--- config.mk ---
export PLATFORM = sky130hd
export DESIGN_NAME = sn_dispatch
export DESIGN_NICKNAME = d
export VERILOG_FILES = /design/src/rtl/sn_dispatch_pkg.sv /design/src/rtl/sn_dispatch_rr_pick.sv /design/src/rtl/sn_dispatch.sv
export SDC_FILE = /design/constraint.sdc
export NUM_CORES = 1
export LEC_CHECK = 0
export BUFFER_PORTS_ARGS = -buffer_cell sky130_fd_sc_hd__buf_2
export CAP_MARGIN = 20
export CORE_AREA = 2 2 71 73
export CTS_CLUSTER_DIAMETER = 50
export DETAILED_ROUTE_END_ITERATION = 7
export DIE_AREA = 0 0 73 75
export GPL_TIMING_DRIVEN = 0
export PLACE_DENSITY = 0.82
export REMOVE_ABC_BUFFERS = 1
export SYNTH_ARGS = -nofsm -noshare
export SYNTH_HDL_FRONTEND = slang
export SYNTH_HIERARCHICAL = 1
export SYNTH_SLANG_ARGS = --single-unit
--- constraint.sdc ---
create_clock -name clk -period 1.5 [get_ports clk]
set_clock_uncertainty 0.1 [all_clocks]
set_input_delay 0.3 -clock clk [delete_from_list [all_inputs] [get_ports clk]]
set_output_delay 0.3 -clock clk [all_outputs]
set_load 0.01 [all_outputs]
--- src/rtl/sn_dispatch_pkg.sv ---
// rtl/sn_dispatch_pkg.sv - shared types and constants for the snooper dispatcher
// Optional feature macro: SN_DISPATCH_DROP_EN (adds the DROP state).
package sn_dispatch_pkg;

    localparam int N_CORES_DEF = 4;

    typedef enum logic [1:0] {
        ST_IDLE   = 2'd0,
        ST_CLAIM  = 2'd1,
        ST_STREAM = 2'd2
`ifdef SN_DISPATCH_DROP_EN
        ,
        ST_DROP   = 2'd3
`endif
    } state_t;

    // Width of a core index; at least one bit.
    function automatic int idx_w(input int n);
        return (n > 1) ? $clog2(n) : 1;
    endfunction

endpackage

--- src/rtl/sn_dispatch_rr_pick.sv ---
// rtl/sn_dispatch_rr_pick.sv - combinational round-robin picker
// Ports:
//   i_req       : request vector, one bit per core
//   i_last      : index of the core served last
//   o_grant     : first requesting index searching from i_last+1 (mod N)
//   o_any_valid : at least one request present
import sn_dispatch_pkg::*;

module rr_pick #(
    parameter int N  = N_CORES_DEF,
    parameter int IW = idx_w(N)
) (
    input  logic [N-1:0]  i_req,
    input  logic [IW-1:0] i_last,
    output logic [IW-1:0] o_grant,
    output logic          o_any_valid
);

    logic [IW:0]   w_sum;
    logic [IW-1:0] w_idx;
    logic          w_found;

    assign o_any_valid = |i_req;

    always_comb begin
        o_grant = '0;
        w_found = 1'b0;
        w_sum   = '0;
        w_idx   = '0;
        // One spare bit holds last+i before the modulo wrap; i runs 1..N so
        // the search ends on i_last itself (same core reselected last).
        for (int i = 1; i <= N; i++) begin
            w_sum = {1'b0, i_last} + (IW+1)'(i);
            if (w_sum >= (IW+1)'(N)) begin
                w_sum = w_sum - (IW+1)'(N);
            end
            w_idx = w_sum[IW-1:0];
            if (!w_found && i_req[w_idx]) begin
                o_grant = w_idx;
                w_found = 1'b1;
            end
        end
    end

endmodule

--- src/rtl/sn_dispatch.sv ---
// rtl/sn_dispatch.sv - routes one snooper write stream to one of N packet-memory cores
// Optional feature macro: SN_DISPATCH_DROP_EN (drop packets when no core is free, drop_cnt port).
// Ports:
//   clk, rst (sync, active-low)
//   sn_*            : upstream write stream in, sn_rdy out while a core is claimed
//   core_sn_*       : data broadcast to all cores, per-core wr_en/done strobes
//   core_rdy_for_sn : per-core buffer-free flags; core_rdy_for_sn_ack claims one
//   drop_cnt        : saturating dropped-packet count (feature build only)
import sn_dispatch_pkg::*;

module sn_dispatch #(
    parameter int N_CORES            = N_CORES_DEF,
    parameter int PACKMEM_ADDR_WIDTH = 9,
    parameter int PACKMEM_DATA_WIDTH = 64,
    parameter int INC_WIDTH          = 8
) (
    input  logic                          clk,
    input  logic                          rst,
    input  logic [PACKMEM_ADDR_WIDTH-1:0] sn_addr,
    input  logic [PACKMEM_DATA_WIDTH-1:0] sn_wr_data,
    input  logic [INC_WIDTH-1:0]          sn_byte_inc,
    input  logic                          sn_wr_en,
    input  logic                          sn_done,
    output logic                          sn_rdy,
    output logic [PACKMEM_ADDR_WIDTH-1:0] core_sn_addr,
    output logic [PACKMEM_DATA_WIDTH-1:0] core_sn_wr_data,
    output logic [INC_WIDTH-1:0]          core_sn_byte_inc,
    output logic [N_CORES-1:0]            core_sn_wr_en,
    output logic [N_CORES-1:0]            core_sn_done,
    output logic [N_CORES-1:0]            core_rdy_for_sn_ack,
`ifdef SN_DISPATCH_DROP_EN
    output logic [31:0]                   drop_cnt,
`endif
    input  logic [N_CORES-1:0]            core_rdy_for_sn
);

    localparam int IW = idx_w(N_CORES);

    state_t             r_state;
    logic [IW-1:0]      r_sel;
    logic [IW-1:0]      r_last;
    logic [N_CORES-1:0] r_ack;
    logic               r_sn_rdy;
    logic [IW-1:0]      w_grant;
    logic               w_any;
    logic [N_CORES-1:0] w_onehot;
`ifdef SN_DISPATCH_DROP_EN
    logic [31:0]        r_drop_cnt;
    assign drop_cnt = r_drop_cnt;
`endif

    rr_pick #(.N(N_CORES), .IW(IW)) u_rr_pick (
        .i_req       (core_rdy_for_sn),
        .i_last      (r_last),
        .o_grant     (w_grant),
        .o_any_valid (w_any)
    );

    assign core_sn_addr     = sn_addr;
    assign core_sn_wr_data  = sn_wr_data;
    assign core_sn_byte_inc = sn_byte_inc;

    // r_sn_rdy is high exactly in STREAM, so it gates the per-core strobes.
    assign w_onehot            = r_sn_rdy ? (N_CORES'(1) << r_sel) : '0;
    assign core_sn_wr_en       = w_onehot & {N_CORES{sn_wr_en}};
    assign core_sn_done        = w_onehot & {N_CORES{sn_done}};
    assign core_rdy_for_sn_ack = r_ack;
    assign sn_rdy              = r_sn_rdy;

    always_ff @(posedge clk) begin
        if (!rst) begin
            r_state    <= ST_IDLE;
            r_sel      <= '0;
            r_last     <= IW'(N_CORES - 1);
            r_ack      <= '0;
            r_sn_rdy   <= 1'b0;
`ifdef SN_DISPATCH_DROP_EN
            r_drop_cnt <= '0;
`endif
        end else begin
            r_ack <= '0;
            case (r_state)
                ST_IDLE: begin
                    if (w_any) begin
                        r_sel   <= w_grant;
                        r_ack   <= N_CORES'(1) << w_grant;
                        r_state <= ST_CLAIM;
                    end
`ifdef SN_DISPATCH_DROP_EN
                    else if (sn_wr_en) begin
                        // A one-write packet is dropped and counted on the spot.
                        if (sn_done) begin
                            if (r_drop_cnt != '1) r_drop_cnt <= r_drop_cnt + 32'd1;
                        end else begin
                            r_state <= ST_DROP;
                        end
                    end
`endif
                end
                ST_CLAIM: begin
                    r_sn_rdy <= 1'b1;
                    r_state  <= ST_STREAM;
                end
                ST_STREAM: begin
                    if (sn_done) begin
                        r_last   <= r_sel;
                        r_sn_rdy <= 1'b0;
                        r_state  <= ST_IDLE;
                    end
                end
`ifdef SN_DISPATCH_DROP_EN
                ST_DROP: begin
                    if (sn_done) begin
                        if (r_drop_cnt != '1) r_drop_cnt <= r_drop_cnt + 32'd1;
                        r_state <= ST_IDLE;
                    end
                end
`endif
                default: begin
                    r_sn_rdy <= 1'b0;
                    r_state  <= ST_IDLE;
                end
            endcase
        end
    end

endmodule

**After elaboration in Yosys (flattened, before gate mapping)**

Index checks and enable logic that the tools add are counted.
Widths: inputs -> output; s select.

- Register bits after elaboration: 11
- Logic and storage cells: 68
- Input port bits: 89
- Output and inout port bits: 94

- Magnitude comparators: 8
- Equality and inequality tests: 4
- Shifts and indexed selects: 2
- Reduce and logical (&&, ||, !) cells: 13
- Add/subtract/negate cells: 8
- Mux-type cells: 25
- Bitwise logic cells: 3

Operators by type and width:

| cell | count |
|---|---|
| $mux 2 | 10 |
| $ge 3x3->1 const B | 4 |
| $lt 2x3->1 const B | 4 |
| $and 4x4->4 | 2 |
| $bmux 1 s2 | 4 |
| $mux 1 | 8 |
| $reduce_and 2->1 | 4 |
| $shl 1x2->4 const A | 2 |
| $sub 2x1->2 const B | 4 |
| $add 2x2->3 const B | 2 |
| $pmux 2 s3 | 1 |
| $mux 4 | 1 |
| $reduce_or 4->1 | 1 |
| $add 2x1->3 const B | 1 |
| $add 2x3->3 const B | 1 |
| $logic_and 1x1->1 | 3 |
| $logic_not 1->1 | 3 |
| $pmux 1 s3 | 1 |
| $reduce_and 3->1 | 1 |
| $eq 2x1->1 const B | 1 |
| $eq 2x2->1 const B | 1 |
| $logic_not 2->1 | 1 |
| $ne 2x1->1 const B | 1 |
| $ne 2x2->1 const B | 1 |
| $not 1->1 | 1 |

**Depth between registers and ports, before layout**

Gate-level depths: netlist of run 1.

- Depth after elaboration: 16
- Depth in mapped cells: 5
- Gate-level depth less buffers: 5

**Cells and area by module**

Netlist of run 1, hierarchy kept.

Modules (own cells, without submodules):

| module | seq. area each (µm²) | cells an instance | times used | area each (µm²) |
|---|---|---|---|---|
| sn_dispatch | 220.2 | 135 | 1 | 1084.8 |
| rr_pick | 0.0 | 14 | 1 | 81.3 |

**Worst setup path before layout of run 1**

No wires, ideal clock.

- Path type: register to register
- Start: register r_last[1]
- End: register r_ack[0], in the netlist core_rdy_for_sn_ack[0]
- Arrival: 0.963 ns
- Stages on the path, launching flop included: 4
- Clock period less this slack: 1.155 ns
- Setup slack: 0.345 ns
- Buffers on the path: 0
- Data required time: 1.308 ns
- Setup time: 0.092 ns
- Cell sequence: dfxtp_1 mux2i_1 o221ai_2 nor4_1

- Longest elaborated chain between the ends: 16
- Elaborated cells on any way between the ends: 38
- Those cells by class: add/sub (8); order compare (4); shift (1); mux (19); reduce/logical (6)

Ends and longest elaborated chain:

| element | RTL line | source |
|---|---|---|
| from (decl) | sn_dispatch.sv:41 | `logic [IW-1:0] r_last;` |
| from (signal assigned) | sn_dispatch.sv:74 | `r_last <= IW'(N_CORES - 1);` |
| from (signal assigned) | sn_dispatch.sv:106 | `r_last <= r_sel;` |
| $add 2x1->3 | sn_dispatch_rr_pick.sv:33 | `w_sum = {1'b0, i_last} + (IW+1)'(i);` |
| $ge 3x3->1 or $sub 2x1->2 (tied branches) | sn_dispatch_rr_pick.sv:34, sn_dispatch_rr_pick.sv:35 |  |
| $mux 2 | sn_dispatch_rr_pick.sv:34 | `if (w_sum >= (IW+1)'(N)) begin` |
| $bmux 1 s2 | sn_dispatch_rr_pick.sv:38 | `if (!w_found && i_req[w_idx]) begin` |
| $mux 1 (implied by the code) | sn_dispatch_rr_pick.sv:38 |  |
| $mux 1 | sn_dispatch_rr_pick.sv:38 |  |
| $logic_not 1->1 | sn_dispatch_rr_pick.sv:38 |  |
| $logic_and 1x1->1 | sn_dispatch_rr_pick.sv:38 |  |
| $mux 1 | sn_dispatch_rr_pick.sv:38 |  |
| $logic_not 1->1 | sn_dispatch_rr_pick.sv:38 |  |
| $logic_and 1x1->1 | sn_dispatch_rr_pick.sv:38 |  |
| $mux 1 | sn_dispatch_rr_pick.sv:38 |  |
| $logic_not 1->1 | sn_dispatch_rr_pick.sv:38 |  |
| $logic_and 1x1->1 | sn_dispatch_rr_pick.sv:38 |  |
| $mux 2 (*) | sn_dispatch_rr_pick.sv:38 |  |
| net w_grant[0] | sn_dispatch.sv:44 | `logic [IW-1:0] w_grant;` |
| $shl 1x2->4 (*) | sn_dispatch.sv:86 | `r_ack <= N_CORES'(1) << w_grant;` |
| to (signal assigned) | sn_dispatch.sv:86 |  |
| to (decl) | sn_dispatch.sv:42 | `logic [N_CORES-1:0] r_ack;` |

Mark *: on every way through the listed nets, which the timed path passes. The rest lies on a longest branch. The select of a mux whose other input is x is not followed.
A chain may end at the register's enable or synchronous reset.

**Worst setup path after layout of run 1**

- Start: register r_last[1]
- End: register r_ack[2], in the netlist core_rdy_for_sn_ack[2]

The elaborated chain is that of the path after synthesis.

==> summary.txt, run 1 <==
Run status
  – Run status: complete, no violations

Layout
  – Flip-flop and latch area: 220 um^2
  – Area grow syn2layout: -35.0%
  – Multi-input logic area: 314 um^2
  – Layout cells sized above 1: 0.289
  – N_diodes: 0
  – Number of fill cells: 524
  – Fin nets: 180

Logic synthesis
  – Leading area contributor after synthesis: buf_4
  – Post-synth EDFFs: 0
  – Cell area after synthesis: 0.00117 mm^2
  – Post-synthesis sequential area ratio: 0.189
  – Post-synthesis average cell area: 7.83 um^2
  – Synth Instances: 149
  – Most frequent cells after synthesis: buf_4 (82), nor2_1 (12), dfxtp_1 (11), nand2_1 (10), nand2b_1 (5)
  – Ys flop type: dfxtp_1
  – Warnings, synthesis: 6
  – Yosys top cell area share: 0.528
  – Most numerous cell in the Yosys netlist: buf_4
  – Synth area leaders: buf_4 (53%), dfxtp_1 (19%), nor2_1 (3.9%), nand2_1 (3.2%), nand2b_1 (2.7%)
  – Synthesis-stage register bit count: 11
  – Post-synth ARST share: 0
  – Distinct cell type count after synthesis: 22

Drt
  – Wire length per cell: 62.8 um
  – DR iter-0 viols: 104
  – Via-per-instance ratio: 5.84
  – Via count: 841
  – Post-route ant nets: 0
  – Drt first pass iters: 4
  – Drt drc: 0
  – Detailed Route WL: 9050 um

Floorplan
  – I/O pin cnt: 183
  – Die height: 75 um
  – Site Rows: 25
  – Chip Width: 73 um
  – Core area: 0.00466 mm^2
  – Die Area: 0.00548 mm^2
  – Initial Util: 0.250

Clock network
  – H-tree levels: 1
  – Post-CTS Setup Bufs: 0
  – Clock Path Buffers: 2
  – Reg clk slew, reported paths: 0.05 ns
  – CTS resizes: 0
  – Total CTS buffers: 3
  – Num Clock Sinks: 11
  – Clk_lat worst skew: 0.24 ns
  – TritonCTS clock tree: yes
  – Hold-fix buffers at CTS: 0
  – CTS root buffer: clkbuf_8

Setup path
  – Slowest cell on the critical path: a21oi_1
  – Most Frequent Cell on Critical Path: a21oi_1
  – Critical-path cell list: a21oi_1, a31oi_1, a21oi_1, nand2b_1, nor3_1
  – Critical setup path kind: flop to flop
  – CP endpoint kind: flop
  – CP max FO: 7
  – Crit path arrival time: 1.51 ns
  – Top delay family on crit path: compound AO/OA/AOI/OAI gates
  – CP required: 1.57 ns
  – Worst Path Buf+Inv: 0
  – Largest stage delay, worst path: 0.38 ns
  – Crit start category: flop

STA
  – RSZ-0062 raised after global routing: no
  – Fmax: 695 MHz
  – Clock period minus worst slack: 1.44 ns
  – Fin. max-slew vios: 0
  – Slew headroom: 0.700
  – Hold violation count in the final report: 0
  – Final setup vio count: 0
  – Worst-Margin Slew: 0.449 ns
  – Final cycle utilization of the critical path: 0.960
  – Setup WS post-layout: 0.0606 ns
  – Setup TNS: 0 ns

GRT
  – Total gr overflow: 0
  – Vias in the first global route: 599
  – Global-route wire length before repair: 9750 um
  – Largest net degree at the start of global routing: 13
  – Initial antenna violation count: 0
  – Total track usage: 0.310

Placed design
  – Post-place setup slack: 0.0822 ns
  – I/O Buffers: 20
  – Gpl congestion: 1.11
  – Hpwl dp: 8610 um

Pwr
  – Worst ir drop on vdd: 0.160 mV
  – PwrDens: 1030 mW/mm^2
  – Leakage: 0.355 nW

Min path
  – Hold crit path type: input pin to flop

Job
  – Max Cap Viol: 0
## layout by cell type, fill, tap and decap left out, types with 3 or more instances in the layout
cell	netlist	layout
nor2_1	12	12
nand2_1	10	10
clkbuf_8	0	3
inv_1	3	3
nand4b_1	3	3
nand2b_1	5	5
mux2i_1	3	3
a21oi_1	3	3
buf_2	1	20
dfxtp_1	11	11
## logic make-up after synthesis
| logic type | synth area share |
|---|---|
| and+or+nand+nor | 0.180 |
| DFF | 0.189 |
| AOI/OAI and AO/OA | 0.0633 |
| muxes | 0.0258 |
| buffers and inverters | 0.542 |
## layer usage
metal | track usage | share of wire | vias to the layer above
met5 | 0.102 | 0.0082 | -
met4 | 0.171 | 0.083 | 4
met3 | 0.478 | 0.30 | 36
met2 | 0.590 | 0.52 | 189
met1 | 0.0565 | 0.090 | 332
li1 | - | - | 280
## final timing paths
| check | start | end | slack, ns | cells past startpoint |
|---|---|---|---|---|
| worst max register to register | r_last[1] | core_rdy_for_sn_ack[2] | 0.06 | 5 |
| worst min register to register | r_sel[0] | r_sel[0] | 0.41 | 2 |
| worst max-delay path | r_last[1] | core_rdy_for_sn_ack[2] | 0.06 | 5 |
| worst min-delay path | rst | r_last[1] | 0.26 | 2 |
## cell type report
type                            count  area share
Multi-Input combinational cell     52       0.414
Inverter                            3      0.0149
Tap cell                           54      0.0891
Timing Repair Buffer               20       0.132
Sequential cell                    11       0.290
Clock buffer                        4      0.0594
## where the power goes
group / internal [W] / switching, W
Clock: 0.000187 / 0.000118
Combinational: 0.0000586 / 0.0000682
Sequential: 0.000316 / 0.0000312
## metrics by stage
step / cell area [um^2] / util / total power [W] / cells / hold WS [ns]
after floorplan: 546 / - / 0.000423 / 66 / 0.289
after global placement: 713 / 0.153 / 0.000477 / 140 / 0.399
after detailed placement: 713 / 0.153 / 0.000475 / 140 / 0.398
after CTS: 758 / 0.163 / 0.000773 / 144 / 0.256
after global routing: 758 / 0.163 / 0.000806 / 144 / 0.266
final: 758 / 0.163 / 0.000779 / 144 / 0.262
## registers in the layout, indices dropped and copies added (netlist names)
name,count
core_rdy_for_sn_ack,4
r_last,2
r_sel,2
r_state,2
sn_rdy,1
Power figures use the tool's default switching activity.
==> run 2: changes to the inputs <==
- ABC_AREA: unset -> 1
- PLACE_DENSITY: 0.82 -> 0.87
==> run 2 against run 1 <==
Compared with the run above: register-to-register slack got worse by 0.04 ns; core utilization rose by 6.5 points; via count grew 23%; sequential share of layout area shrank 7.2 points; combinational power grew 120%; worst setup slack worse by 0.037 ns; global-route usage is 1.1 points higher; critical path type unchanged.
==> summary.txt, run 2 <==
Setup path
  – R2r setup slk: 0.02 ns (-0.04 ns)
  – CP endpoint kind: flop
  – Critical setup path kind: flop to flop
  – Worst r2r src: r_last[0]
  – Cell depth of the worst flop-to-flop path: 9 (+4)
  – CP max FO: 8 (+1)
  – Reg-to-Reg End: core_rdy_for_sn_ack[0]
  – Crit path arrival time: 1.56 ns (+0.05 ns)
  – CP required: 1.58 ns (about the same)
  – Crit start category: flop

STA
  – Worst-Margin Slew: 0.270 ns (-0.179 ns)
  – Slew headroom: 0.819 (+0.119)
  – Hold violation count in the final report: 0 (unchanged)
  – Fin. max-slew vios: 0 (unchanged)
  – Final setup vio count: 0 (unchanged)
  – RSZ-0062 raised after global routing: yes
  – Setup WS post-layout: 0.0240 ns (-0.0366 ns)
  – Fmax: 677 MHz (-2.5%)
  – Final cycle utilization of the critical path: 0.984 (+0.0244)
  – Setup TNS: 0 ns (unchanged)
  – Clock period minus worst slack: 1.48 ns (+0.0366 ns)

Drt
  – DR iter-0 viols: 107 (+2.9%)
  – Via count: 1038 (+23%)
  – Detailed Route WL: 9270 um (+2.4%)
  – Drt first pass iters: 4 (unchanged)
  – Via-per-instance ratio: 5.43 (-6.9%)
  – Drt drc: 0 (unchanged)
  – Post-route ant nets: 0 (unchanged)
  – Wire length per cell: 48.5 um (-23%)

Logic synthesis
  – Ys flop type: dfxtp_1
  – Synth area leaders: buf_4 (44%), dfxtp_1 (16%), nand2_1 (6.3%), nand3_1 (5.8%), nand2_2 (5.0%)
  – Post-synthesis sequential area ratio: 0.161 (-0.0281)
  – Synthesis-stage register bit count: 11 (unchanged)
  – Cell area after synthesis: 0.00137 mm^2 (+17%)
  – Synth Instances: 193 (+30%)
  – Post-synth EDFFs: 0 (unchanged)
  – Yosys top cell area share: 0.444 (-0.0841)
  – Warnings, synthesis: 6 (unchanged)
  – Most frequent cells after synthesis: buf_4 (81), nand2_1 (23), nand3_1 (16), nor2_1 (15)
  – Post-synthesis average cell area: 7.10 um^2 (-9.3%)
  – Post-synth ARST share: 0 (unchanged)
  – Leading area contributor after synthesis: buf_4
  – Most numerous cell in the Yosys netlist: buf_4
  – Distinct cell type count after synthesis: 21 (-4.5%)

Clock network
  – Clk_lat worst skew: 0.24 ns (about the same)
  – H-tree levels: 1 (unchanged)
  – CTS root buffer: clkbuf_8
  – Total CTS buffers: 3 (unchanged)
  – TritonCTS clock tree: yes
  – Num Clock Sinks: 11 (unchanged)
  – Reg clk slew, reported paths: 0.05 ns (about the same)
  – Clock Path Buffers: 2 (unchanged)
  – Hold-fix buffers at CTS: 0 (unchanged)

Placed design
  – Hpwl dp: 8690 um (+0.91%)
  – I/O Buffers: 20 (unchanged)
  – Post-place setup slack: -0.210 ns (-0.292 ns)
  – Gpl congestion: 1.03 (-7.5%)

Layout
  – Fin nets: 227 (+26%)
  – Max reg flops: 4 (unchanged)
  – Area grow syn2layout: -22.6%
  – Commonest non-fill, non-tap cells in the layout: buf_2 (20), nand2_1 (18), nor2_1 (14)
  – N_diodes: 0 (unchanged)
  – Commonest non-fill, non-tap cell in the layout: buf_2
  – Layout cells sized above 1: 0.489 (+0.200)

Pwr
  – Leakage: 0.568 nW (+60%)
  – Overall power: 0.000939 W (+21%)
  – Worst ir drop on vdd: 0.221 mV (+38%)
  – PwrDens: 886 mW/mm^2 (-14%)

Floorplan
  – Site Rows: 25 (unchanged)
  – Core area: 0.00466 mm^2 (unchanged)
  – Die Area: 0.00548 mm^2 (unchanged)
  – Chip Width: 73 um (unchanged)
  – Die height: 75 um (unchanged)
  – Initial Util: 0.294 (+0.0438)
  – I/O pin cnt: 183 (unchanged)

GRT
  – Largest net degree at the start of global routing: 9 (-4)
  – Vias in the first global route: 852 (+42%)
  – Total gr overflow: 0 (unchanged)
  – Initial antenna violation count: 0 (unchanged)
  – Total track usage: 0.321 (+0.0108)
  – Global-route wire length before repair: 10400 um (+6.2%)

Min path
  – Worst hold start: rst
  – End of the worst hold path: r_last[0]
  – WHS Path Cells: 2 (unchanged)
  – Hold crit path type: input pin to flop

Run status
  – Run status: complete, no violations

Job
  – Max Cap Viol: 0 (unchanged)
run 2: changes by cell type in the layout (fill, tap and decap cells not counted), sizes merged, moves of 3 or more:
cell / before / now
nand2: 10 / 39
nand3: 0 / 18
inv: 3 / 15
nand2b: 5 / 0
nor2: 12 / 17
nand4: 0 / 4
mux2i: 3 / 0
nand4b: 3 / 0
run 2: cell type report:
| class | instances | area [um^2] |
|---|---|---|
| clock buffers | 4 | 45.0 |
| fillers | 492 | 3600 |
| inverters | 16 | 71.3 |
| multi-input cells | 84 | 529 |
| flip-flops and latches | 11 | 231 |
| well taps | 54 | 67.6 |
| repair buffers | 22 | 115 |
run 2: cell families (layout without fill, tap and decap cells):
kind of cell / Yosys count / after routing / synth area share
and+or+nand+nor: 80 / 80 / 0.323
buffers and inverters: 98 / 42 / 0.500
DFF: 11 / 11 / 0.161
AOI/OAI and AO/OA: 4 / 4 / 0.0155
run 2: critical path, stage by stage, from the launching register on:
cell and delay [ns]:
dfxtp_4 0.41, inv_8 0.06, nand2_2 0.06, nand2_2 0.08, nand2_4 0.09, inv_1 0.05, a31oi_2 0.19, nand3_2 0.12
nand3b_4 0.17, nor2_1 0.08
run 2: metrics by stage:
| stage | instance area, um^2 | hold WS, ns | instances | util |
|---|---|---|---|---|
| floorplan | 751 | 0.285 | 111 | - |
| detailed placement | 918 | 0.408 | 185 | 0.197 |
| CTS | 976 | 0.219 | 190 | 0.209 |
| finish | 1060 | 0.214 | 191 | 0.227 |
| global placement | 918 | 0.412 | 185 | 0.197 |
| global route | 1060 | 0.223 | 191 | 0.227 |
run 2: power breakdown:
part           internal [W]  switching (W)
combinational      0.000105       0.000176
clock              0.000187       0.000116
sequential         0.000321      0.0000337
total              0.000614       0.000326
run 2: worst max-delay path by stage:
stage / from / to / slack, ns / depth (start not counted)
2_1_floorplan: r_last[0] / core_rdy_for_sn_ack[0] / -0.04 / 9
3_3_place_gp: r_last[0] / core_rdy_for_sn_ack[0] / -0.18 / 9
3_5_place_dp: r_last[0] / core_rdy_for_sn_ack[1] / -0.21 / 9
4_1_cts: r_last[0] / core_rdy_for_sn_ack[1] / 0.002 / 10
5_1_grt: r_last[0] / core_rdy_for_sn_ack[1] / -0.05 / 10
6_report: r_last[0] / core_rdy_for_sn_ack[0] / 0.02 / 9
run 2: layer usage:
layer  track usage  vias up  routed length, um  share of wire
met3         0.474       33               2610           0.28
met5         0.157        -                 71         0.0077
met4         0.187        4                557          0.060
li1              -      403                  -              -
met2         0.612      144               5120           0.55
met1        0.0606      454                907          0.098
run 2: what timing repair did:
item                                    CTS  global route
pin swaps                                 0             3
hold endpoints to repair                  0             0
gates resized for setup                   3            21
endpoints found under the setup margin    6             8
setup buffers                             1             1
==> run 3: changes to the inputs <==
- BUFFER_PORTS_ARGS: -buffer_cell sky130_fd_sc_hd__buf_2 -> -buffer_cell sky130_fd_sc_hd__buf_4
- RECOVER_POWER: unset -> 100
==> run 3 against run 2 <==
Compared with the run above: the flow now finishes with violations (setup timing); cell count up 1.0%; total power up 6.1%; register-to-register slack worse by 0.06 ns; largest cell class unchanged; critical endpoint is now core_rdy_for_sn_ack[1].
==> summary.txt, run 3 (synthesized netlist as in run 2, its figures left out) <==
Setup path
  – Crit start category: flop
  – Worst r2r src: r_last[0]
  – Critical setup path kind: flop to flop
  – Cell depth of the worst flop-to-flop path: 9 (unchanged)
  – Crit path arrival time: 1.62 ns (+0.06 ns)
  – CP required: 1.59 ns (about the same)
  – CP max FO: 7 (-1)
  – R2r setup slk: -0.03 ns (-0.06 ns)
  – Reg-to-Reg End: core_rdy_for_sn_ack[1]
  – CP endpoint kind: flop

STA
  – Slew headroom: 0.828 (+0.00896)
  – Fmax: 653 MHz (-3.6%)
  – Fin. max-slew vios: 0 (unchanged)
  – Final worst hold slack: 0.205 ns (-0.00961 ns)
  – Final cycle utilization of the critical path: 1.02 (+0.0368)
  – Clock period minus worst slack: 1.53 ns (+0.0552 ns)
  – RSZ-0062 raised after global routing: yes
  – Final setup vio count: 6 (+6)
  – Setup WS post-layout: -0.0312 ns (-0.0552 ns)
  – Worst-Margin Slew: 0.257 ns (-0.0134 ns)
  – Hold violation count in the final report: 0 (unchanged)

GRT
  – Busiest grt layer: met2
  – Largest net degree at the start of global routing: 8 (-1)
  – Global-route wire length before repair: 10500 um (+1.8%)
  – M2 GR Usage: 0.596 (-0.0160)
  – Total gr overflow: 0 (unchanged)
  – Total track usage: 0.324 (+0.00364)
  – Vias in the first global route: 849 (-0.35%)
  – Routing usage on met1: 0.0629 (+0.00227)
  – Met3 GRT Util: 0.467 (-0.00669)
  – Initial antenna violation count: 0 (unchanged)

Clock network
  – Total CTS buffers: 3 (unchanged)
  – Clock Path Buffers: 2 (unchanged)
  – H-tree levels: 1 (unchanged)
  – TritonCTS clock tree: yes
  – Num Clock Sinks: 11 (unchanged)
  – Hold-fix buffers at CTS: 0 (unchanged)
  – Clk_lat worst skew: 0.25 ns (about the same)
  – Reg clk slew, reported paths: 0.05 ns (about the same)
  – CTS root buffer: clkbuf_8

Floorplan
  – I/O pin cnt: 183 (unchanged)
  – Initial Util: 0.294 (unchanged)
  – Chip Width: 73 um (unchanged)
  – Core area: 0.00466 mm^2 (unchanged)
  – Site Rows: 25 (unchanged)
  – Die height: 75 um (unchanged)
  – Die Area: 0.00548 mm^2 (unchanged)

Pwr
  – Overall power: 0.000996 W (+6.1%)
  – Internal power: 0.000642 W (+4.6%)
  – PwrDens: 855 mW/mm^2 (-3.6%)
  – Clock Power Share: 0.306 (-0.016)
  – Worst ir drop on vdd: 0.203 mV (-8.1%)
  – Seq pwr share: 0.355 (-0.023)
  – Switching Power: 0.000355 W (+8.9%)
  – Leakage: 0.591 nW (+4.1%)
  – Comb power frac: 0.339 (+0.039)
  – Switching share of power: 0.356 (+0.00935)

Layout
  – Max reg flops: 4 (unchanged)
  – Area grow syn2layout: -14.9%
  – Multi-input logic area: 566 um^2 (+6.9%)
  – Layout cells sized above 1: 0.532 (+0.0433)
  – Commonest non-fill, non-tap cell in the layout: buf_4
  – Flip-flop and latch area: 230 um^2 (-0.54%)
  – N_diodes: 0 (unchanged)
  – Number of fill cells: 495 (+0.61%)
  – Final core occ: 0.250 (+0.0228)
  – Commonest non-fill, non-tap cells in the layout: buf_4 (23), nand2_1 (17), nand2_2 (13)
  – Fin nets: 229 (+0.88%)

Drt
  – Detailed Route WL: 9510 um (+2.7%)
  – Wire length per cell: 49.3 um (+1.6%)
  – Via count: 1085 (+4.5%)
  – Drt drc: 0 (unchanged)
  – Post-route ant nets: 0 (unchanged)
  – DR iter-0 viols: 81 (-24%)
  – Drt first pass iters: 5 (+1)
  – Via-per-instance ratio: 5.62 (+3.4%)

Min path
  – Worst hold start: rst
  – Hold crit path type: input pin to flop
  – WHS Path Cells: 2 (unchanged)
  – End of the worst hold path: r_last[0]

Job
  – Max Cap Viol: 0 (unchanged)

Run status
  – Violated checks: setup timing
  – Run status: finished, violations left

Placed design
  – I/O Buffers: 20 (unchanged)
  – Gpl congestion: 1.04 (+1.2%)
  – Post-place setup slack: -0.210 ns (-0.000111 ns)
  – Hpwl dp: 8710 um (+0.32%)
==> run 3: worst max path at each step <==
stage | start | end | slack (ns) | cells past startpoint
after detailed placement | r_last[0] | core_rdy_for_sn_ack[0] | -0.21 | 9
after global placement | r_last[0] | core_rdy_for_sn_ack[0] | -0.18 | 9
after CTS | r_last[0] | core_rdy_for_sn_ack[0] | 0.01 | 10
final | r_last[0] | core_rdy_for_sn_ack[1] | -0.03 | 9
after global routing | r_last[1] | core_rdy_for_sn_ack[1] | -0.09 | 9
after floorplan | r_last[0] | core_rdy_for_sn_ack[0] | -0.04 | 9
==> run 3: repair_timing <==
| item | in CTS | in global routing |
|---|---|---|
| resized for setup | 9 | 28 |
| pin swaps | 1 | 17 |
| setup buffers | 2 | 2 |
| setup endpoints to repair | 6 | 14 |
==> run 3: metal layers <==
metal,share of wire,vias up
li1,-,407
met1,0.099,463
met2,0.52,159
met3,0.28,48
met4,0.093,8
met5,0.015,-
==> run 3: area by class of cell <==
| class | instances | share of cell area |
|---|---|---|
| Clock buffer | 4 | 0.0386 |
| Timing Repair Buffer | 24 | 0.158 |
| Tap cell | 54 | 0.0579 |
| Sequential cell | 11 | 0.197 |
| Multi-Input combinational cell | 84 | 0.485 |
| Inverter | 16 | 0.0633 |
==> run 3: power groups by stage <==
stage | clock (W) | combinational [W] | sequential, W
global route | 0.000328 | 0.000365 | 0.000358
floorplan | 0 | 0.000178 | 0.000359
global placement | 0 | 0.000249 | 0.000357
finish | 0.000305 | 0.000338 | 0.000354
CTS | 0.000304 | 0.000274 | 0.000352
detailed placement | 0 | 0.000257 | 0.000359
==> run 3: metrics by stage <==
| stage | cell area, um^2 | instances | TNS, ns |
|---|---|---|---|
| 2_1_floorplan | 751 | 111 | -0.0734 |
| 6_report | 1170 | 193 | -0.112 |
| 3_5_place_dp | 968 | 185 | -0.959 |
| 4_1_cts | 1050 | 191 | 0 |
| 5_1_grt | 1170 | 193 | -0.437 |
| 3_3_place_gp | 968 | 185 | -0.704 |
==> run 3: worst max-delay path, cell delays in order (launching register included) <==
cell	delay, ns
dfxtp_4	0.40
inv_6	0.07
nand2_1	0.07
nand2_2	0.07
nand2_4	0.09
inv_1	0.09
a31oi_4	0.18
nand3_2	0.12
nand3b_4	0.19
nor2_4	0.10
